$ cat src/rtl/cisr_row_decoder_if.sv
// cisr_row_decoder_if: row-length FIFO, element and status signals between the CISR decoder and its channels
interface cisr_row_decoder_if #(
  parameter int NUM_CH = 16,
  parameter int DIM_W = 10,
  parameter int LEN_W = 32
);
  logic spmv_init;
  logic [DIM_W:0] num_rows;
  logic [NUM_CH-1:0] len_valid;
  logic [NUM_CH*LEN_W-1:0] len_in;
  logic [NUM_CH-1:0] pop_len;
  logic [NUM_CH-1:0] elem_valid;
  logic [NUM_CH-1:0] ch_ready;
  logic [NUM_CH*DIM_W-1:0] row_id_out;
  logic dec_done;
  logic dec_err;
  modport master (
    output spmv_init, num_rows, len_valid, len_in, elem_valid,
    input pop_len, ch_ready, row_id_out, dec_done, dec_err
  );
  modport slave (
    input spmv_init, num_rows, len_valid, len_in, elem_valid,
    output pop_len, ch_ready, row_id_out, dec_done, dec_err
  );
endinterface

$ cat src/rtl/cisr_row_decoder.sv
// cisr_row_decoder: assigns global row IDs to channels lowest-first and counts down row nonzeros; CISR_DEC_ERR_EN enables sticky dec_err
module cisr_row_decoder #(
  parameter int NUM_CH = 16,
  parameter int DIM_W = 10,
  parameter int LEN_W = 32
) (
  input logic clk,
  input logic rst_n,
  cisr_row_decoder_if.slave bus
);
  typedef enum logic {IDLE, ACTIVE} st_t;
  localparam int CW = DIM_W + 2;
  st_t st_q [NUM_CH];
  st_t st_d [NUM_CH];
  logic [LEN_W-1:0] rem_q [NUM_CH];
  logic [LEN_W-1:0] rem_d [NUM_CH];
  logic [DIM_W-1:0] rid_q [NUM_CH];
  logic [DIM_W-1:0] rid_d [NUM_CH];
  logic [DIM_W:0] rows_total_q, next_row_q, next_row_d;
  logic dec_done_q, dec_done_d;
  logic [NUM_CH-1:0] req, grant, idle;
  logic [CW-1:0] id;
  logic clr;
  assign clr = !rst_n || bus.spmv_init;
  always_ff @(posedge clk) begin
    if (!rst_n) rows_total_q <= '0;
    else if (bus.spmv_init) rows_total_q <= bus.num_rows;
    next_row_q <= clr ? '0 : next_row_d;
    dec_done_q <= clr ? 1'b0 : dec_done_d;
    for (int c = 0; c < NUM_CH; c++) begin
      st_q[c] <= clr ? IDLE : st_d[c];
      rem_q[c] <= clr ? '0 : rem_d[c];
      rid_q[c] <= clr ? '0 : rid_d[c];
    end
  end
  // id walks up from next_row as each requester in ascending order is granted
  always_comb begin
    id = CW'(next_row_q);
    for (int c = 0; c < NUM_CH; c++) begin
      idle[c] = st_q[c] == IDLE;
      req[c] = (idle[c] || (rem_q[c] == LEN_W'(1) && bus.elem_valid[c])) && bus.len_valid[c] && next_row_q < rows_total_q;
      grant[c] = req[c] && id < CW'(rows_total_q);
      st_d[c] = st_q[c];
      rem_d[c] = rem_q[c];
      rid_d[c] = rid_q[c];
      if (grant[c]) begin
        rid_d[c] = id[DIM_W-1:0];
        rem_d[c] = bus.len_in[c*LEN_W +: LEN_W];
        st_d[c] = rem_d[c] == '0 ? IDLE : ACTIVE;
        id = id + CW'(1);
      end else if (!idle[c] && bus.elem_valid[c]) begin
        rem_d[c] = rem_q[c] - LEN_W'(1);
        st_d[c] = rem_d[c] == '0 ? IDLE : ACTIVE;
      end
    end
    next_row_d = id[DIM_W:0];
    dec_done_d = dec_done_q || (next_row_q == rows_total_q && &idle && grant == '0);
  end
  assign bus.pop_len = grant;
  assign bus.ch_ready = ~idle;
  assign bus.dec_done = dec_done_q;
  for (genvar g = 0; g < NUM_CH; g++) begin : g_rid
    assign bus.row_id_out[g*DIM_W +: DIM_W] = rid_q[g];
  end
`ifdef CISR_DEC_ERR_EN
  logic dec_err_q;
  always_ff @(posedge clk) begin
    dec_err_q <= clr ? 1'b0 : dec_err_q || |(idle & (bus.elem_valid | (bus.len_valid & {NUM_CH{next_row_q == rows_total_q}})));
  end
  assign bus.dec_err = dec_err_q;
`else
  assign bus.dec_err = 1'b0;
`endif
endmodule

$ cat src/flat_wrapper.sv
// flat-port wrapper written by rule: the top's interface ports become plain ports
module cisr_row_decoder_flat 
#(
  parameter int NUM_CH = 16,
  parameter int DIM_W = 10,
  parameter int LEN_W = 32
)
  (clk, rst_n, bus_spmv_init, bus_num_rows, bus_len_valid, bus_len_in, bus_elem_valid, bus_pop_len, bus_ch_ready, bus_row_id_out, bus_dec_done, bus_dec_err);
  cisr_row_decoder_if #(.NUM_CH(NUM_CH), .DIM_W(DIM_W), .LEN_W(LEN_W)) bus_i ();
  input logic clk;
  input logic rst_n;
  input wire logic [$bits(bus_i.spmv_init)-1:0] bus_spmv_init;
  input wire logic [$bits(bus_i.num_rows)-1:0] bus_num_rows;
  input wire logic [$bits(bus_i.len_valid)-1:0] bus_len_valid;
  input wire logic [$bits(bus_i.len_in)-1:0] bus_len_in;
  input wire logic [$bits(bus_i.elem_valid)-1:0] bus_elem_valid;
  output wire logic [$bits(bus_i.pop_len)-1:0] bus_pop_len;
  output wire logic [$bits(bus_i.ch_ready)-1:0] bus_ch_ready;
  output wire logic [$bits(bus_i.row_id_out)-1:0] bus_row_id_out;
  output wire logic [$bits(bus_i.dec_done)-1:0] bus_dec_done;
  output wire logic [$bits(bus_i.dec_err)-1:0] bus_dec_err;
  assign bus_i.spmv_init = bus_spmv_init;
  assign bus_i.num_rows = bus_num_rows;
  assign bus_i.len_valid = bus_len_valid;
  assign bus_i.len_in = bus_len_in;
  assign bus_i.elem_valid = bus_elem_valid;
  assign bus_pop_len = bus_i.pop_len;
  assign bus_ch_ready = bus_i.ch_ready;
  assign bus_row_id_out = bus_i.row_id_out;
  assign bus_dec_done = bus_i.dec_done;
  assign bus_dec_err = bus_i.dec_err;
  cisr_row_decoder #(.NUM_CH(NUM_CH), .DIM_W(DIM_W), .LEN_W(LEN_W)) u_core (.clk(clk), .rst_n(rst_n), .bus(bus_i));
endmodule
$ cat config.mk
export PLATFORM = sky130hd
export DESIGN_NAME = cisr_row_decoder_flat
export DESIGN_NICKNAME = d
export VERILOG_FILES = /design/src/rtl/cisr_row_decoder_if.sv /design/src/rtl/cisr_row_decoder.sv /design/src/flat_wrapper.sv
export SDC_FILE = /design/constraint.sdc
export NUM_CORES = 2
export LEC_CHECK = 0
export BUFFER_PORTS_ARGS = -buffer_cell sky130_fd_sc_hd__buf_2
export CAP_MARGIN = 20
export CORE_ASPECT_RATIO = 2
export CORE_MARGIN = 1.5
export CORE_UTILIZATION = 45
export CTS_CLUSTER_SIZE = 40
export DETAILED_ROUTE_END_ITERATION = 8
export PLACE_DENSITY = 0.7
export SLEW_MARGIN = 15
export SYNTH_ARGS = -nofsm -noshare
export SYNTH_HDL_FRONTEND = slang
export SYNTH_SLANG_ARGS = --single-unit
$ cat constraint.sdc
create_clock -name clk -period 74.5 [get_ports clk]
set_input_delay 7.45 -clock clk [delete_from_list [all_inputs] [get_ports clk]]
set_output_delay 7.45 -clock clk [all_outputs]
set_load 0.01 [all_outputs]
==> metrics.txt <==
CTS tree=done; vias in the first global route=52600; Post-synth top flop=dfxtp_1; clock-pin transition on the worst setup and hold timing paths=60 ps; Crit. End Element=primary output; crit-path max FO=81; HPWL Detailed=157 mm; vias per std cell=6.09; Post-synth EDFFs=0; row count=174; slew at the pin closest to its max-slew limit=1240 ps; Startpoint Class=input pin; status=finished clean; Synth Instances=6716; Max-slew headroom=17.1%; # IOs=752; Crit path top cell by count=ha_1; first-pass GRT wire length=305 mm; DR WL/cell=23.1 um; postcts setup bufs=0; # setup viols final=0; area of the core region=0.113 mm^2; height of the die=480 um; Final period util=83.3%; Worst Hold Class=reg2reg; Post-synth ARST share=0%; largest net degree at the start of global routing=183; Syn Nets=7498; Seq/Total Area, Yosys=27.8%; IO Port Bufs=750; Initial Utilization=45.5%; Root Driver=clkbuf_16; Max Freq=16.1 MHz; total gr overflow=0; clock sinks=711; Fin Clk Skew=40.7 ps; max-slew violations=0; routed wl met3=15.7 mm; Final #Nets=8002; DRT Wirelength=203 mm; Worst R2R Setup Slack=24980 ps; RR Endpoint=u_core.next_row_q[4]$_SDFF_PP0_; met2 wire len=99.7 mm; DR iter-0 viols=3243; CTS buffer count=72; DR top layer=met5; Yosys Warn Count=0; Clock H-tree levels=3; post-route minimum period=62050 ps; CTS Buffer Depth=3; Synth Register Bits=711; via count=53700; RSZ-0062 raised after global routing=no; TNS Setup=0 ps; Worst R2R Start=u_core.next_row_q[0]$_SDFF_PP0_; slowest stage cell, crit path=buf_4; post-synthesis cell type count=134; Setup crit end=bus_pop_len[15]; insertion delay to the later sink of the worst-skew pair=690 ps; hold buffer count at cts=0; Worst Path Class, Setup=in2out; Final Hold Viols=0; Worst Path Required=67050 ps; DRC errors left=0; Area Growth Syn to Fin=14.2%; die area=0.116 mm^2; drt pass-1 iters=5; crit path DAT=54600 ps; max incr delay on CP=720 ps; Netlist Area Pre-Place=0.0512 mm^2; post-CTS resize count=0; Antenna Nets Post-Route=0; syn avg cell area=7.62 um^2; Overall Global Routing Usage=34.1%; CP startpoint=bus_len_valid[0]; die width=241 um; DRT met1 WL=74.3 mm; FF-to-FF path depth=193; initial antenna violation count=58; Routability Congestion=1.02; Max Cap Violations=0; layout cells sized above 1=15.5%
## registers in the layout, summed over array words and instances, names as in the netlist
signal / cells
u_core.rows_total_q: 11
u_core.next_row_q: 11
u_core.rem_q: 512
u_core.rid_q: 160
u_core.st_q: 16
u_core.bus.dec_done: 1
## kinds of logic (layout without fill, tap and decap cells)
| group | count (synthesis) | count (layout) | synth area share [%] |
|---|---|---|---|
| mux | 51 | 51 | 1.02 |
| buf+inv | 577 | 1135 | 4.46 |
| fa+ha+maj | 224 | 224 | 5.48 |
| compound gates | 1392 | 1392 | 19.6 |
| simple gates | 3073 | 3073 | 29.7 |
| other cells | 1 | 37 | 0.00733 |
| flops | 711 | 711 | 27.8 |
| xor+xnor | 687 | 687 | 11.9 |
## cell type report
cell class,count,area [um^2]
Timing Repair Buffer,821,4310
Clock buffer,96,2040
Inverter,186,703
Tap cell,1496,1870
Sequential cell,711,14200
Fill cell,11100,54100
Antenna cell,36,90.1
Multi-Input combinational cell,5428,34700
Clock inverter,32,487
## worst min path at each step
stage	endpoint	cells after the start	start
finish	u_core.rid_q[0][26]$_SDFFE_PP0P_	2	u_core.rid_q[0][26]$_SDFFE_PP0P_
global placement	u_core.rid_q[1][36]$_SDFFE_PP0P_	2	u_core.rid_q[1][36]$_SDFFE_PP0P_
CTS	u_core.rid_q[0][10]$_SDFFE_PP0P_	2	u_core.rid_q[0][10]$_SDFFE_PP0P_
detailed placement	u_core.rid_q[0][10]$_SDFFE_PP0P_	2	u_core.rid_q[0][10]$_SDFFE_PP0P_
floorplan	u_core.rem_q[0][211]$_SDFFE_PP0P_	2	u_core.rem_q[0][211]$_SDFFE_PP0P_
global route	u_core.rid_q[0][10]$_SDFFE_PP0P_	2	u_core.rid_q[0][10]$_SDFFE_PP0P_
## worst max-delay path, delay by kind of cell
family,cells,cell delay (ps)
buffers and inverters,26,7450
AND/OR/NAND/NOR,69,12310
adder cells (fa/ha/maj),15,5000
XOR/XNOR,14,6110
AO/OA/AOI/OAI,67,15830
## through the flow
stage	std cells	setup slack (ps)	instance area [um^2]	utilization [%]	hold slack (ps)
6_report	8806	12450	58500	51.9	451
5_1_grt	8783	8480	58400	51.9	467
4_1_cts	8769	13310	58400	51.9	452
3_5_place_dp	8641	13450	55800	49.6	443
3_3_place_gp	8640	14310	55800	49.6	442
2_1_floorplan	6716	24350	51200	-	474
## cells in the final DEF, fill, tap and decap left out, types with 27 or more instances in the layout
master        n
a21oi_1     264
or4_1        45
nor2b_1      59
nor2_1     1050
or3_1        87
nand3_1     174
a21o_1       33
clkbuf_16    73
buf_2       751
inv_1       156
a211oi_1    520
dfxtp_1     711
nor3_1      330
nor4_1      330
nand4_1     144
and3_1       34
and2_1       36
xnor2_1     479
mux2i_1      40
xor2_1      202
o211ai_1     46
nand2_1     525
nor3b_1      35
a211oi_2     27
buf_4        67
ha_1        224
diode_2      36
a31oi_1      57
nand2b_1     45
o21ai_0     125
## synth_stat cells (24+ instances only)
cell type | count | share of area [%]
xnor2_1 | 479 | 8.2
nand3_1 | 174 | 1.7
a31oi_1 | 57 | 0.70
nor3_1 | 330 | 3.2
a211oi_2 | 26 | 0.64
a211oi_1 | 521 | 7.6
nor2b_1 | 60 | 0.73
o211ai_1 | 46 | 0.67
o21ai_0 | 125 | 1.2
and2_1 | 36 | 0.44
xor2_1 | 202 | 3.5
nor2_1 | 1050 | 7.7
a21o_1 | 33 | 0.48
ha_1 | 224 | 5.5
or2_2 | 26 | 0.32
or4_1 | 45 | 0.66
nor3b_1 | 35 | 0.51
buf_1 | 43 | 0.32
clkbuf_1 | 311 | 2.3
o31ai_1 | 24 | 0.35
nand4_1 | 144 | 1.8
or3_1 | 88 | 1.1
nand2b_1 | 46 | 0.56
nor4_1 | 330 | 4.0
inv_1 | 156 | 1.1
and3_1 | 34 | 0.42
mux2i_1 | 40 | 0.78
dfxtp_1 | 711 | 28
a21oi_1 | 264 | 2.6
nor4b_1 | 25 | 0.43
nand2_1 | 532 | 3.9
## metal layers
metal | up-vias | track usage, %
met5 | - | 0
met4 | 50 | 20.4
met3 | 665 | 8.89
met2 | 1989 | 60.5
met1 | 25300 | 35.7
li1 | 25600 | -
Power is not shown: default switching activity piles up to over one toggle a cycle in this logic, so the estimate is an artifact.
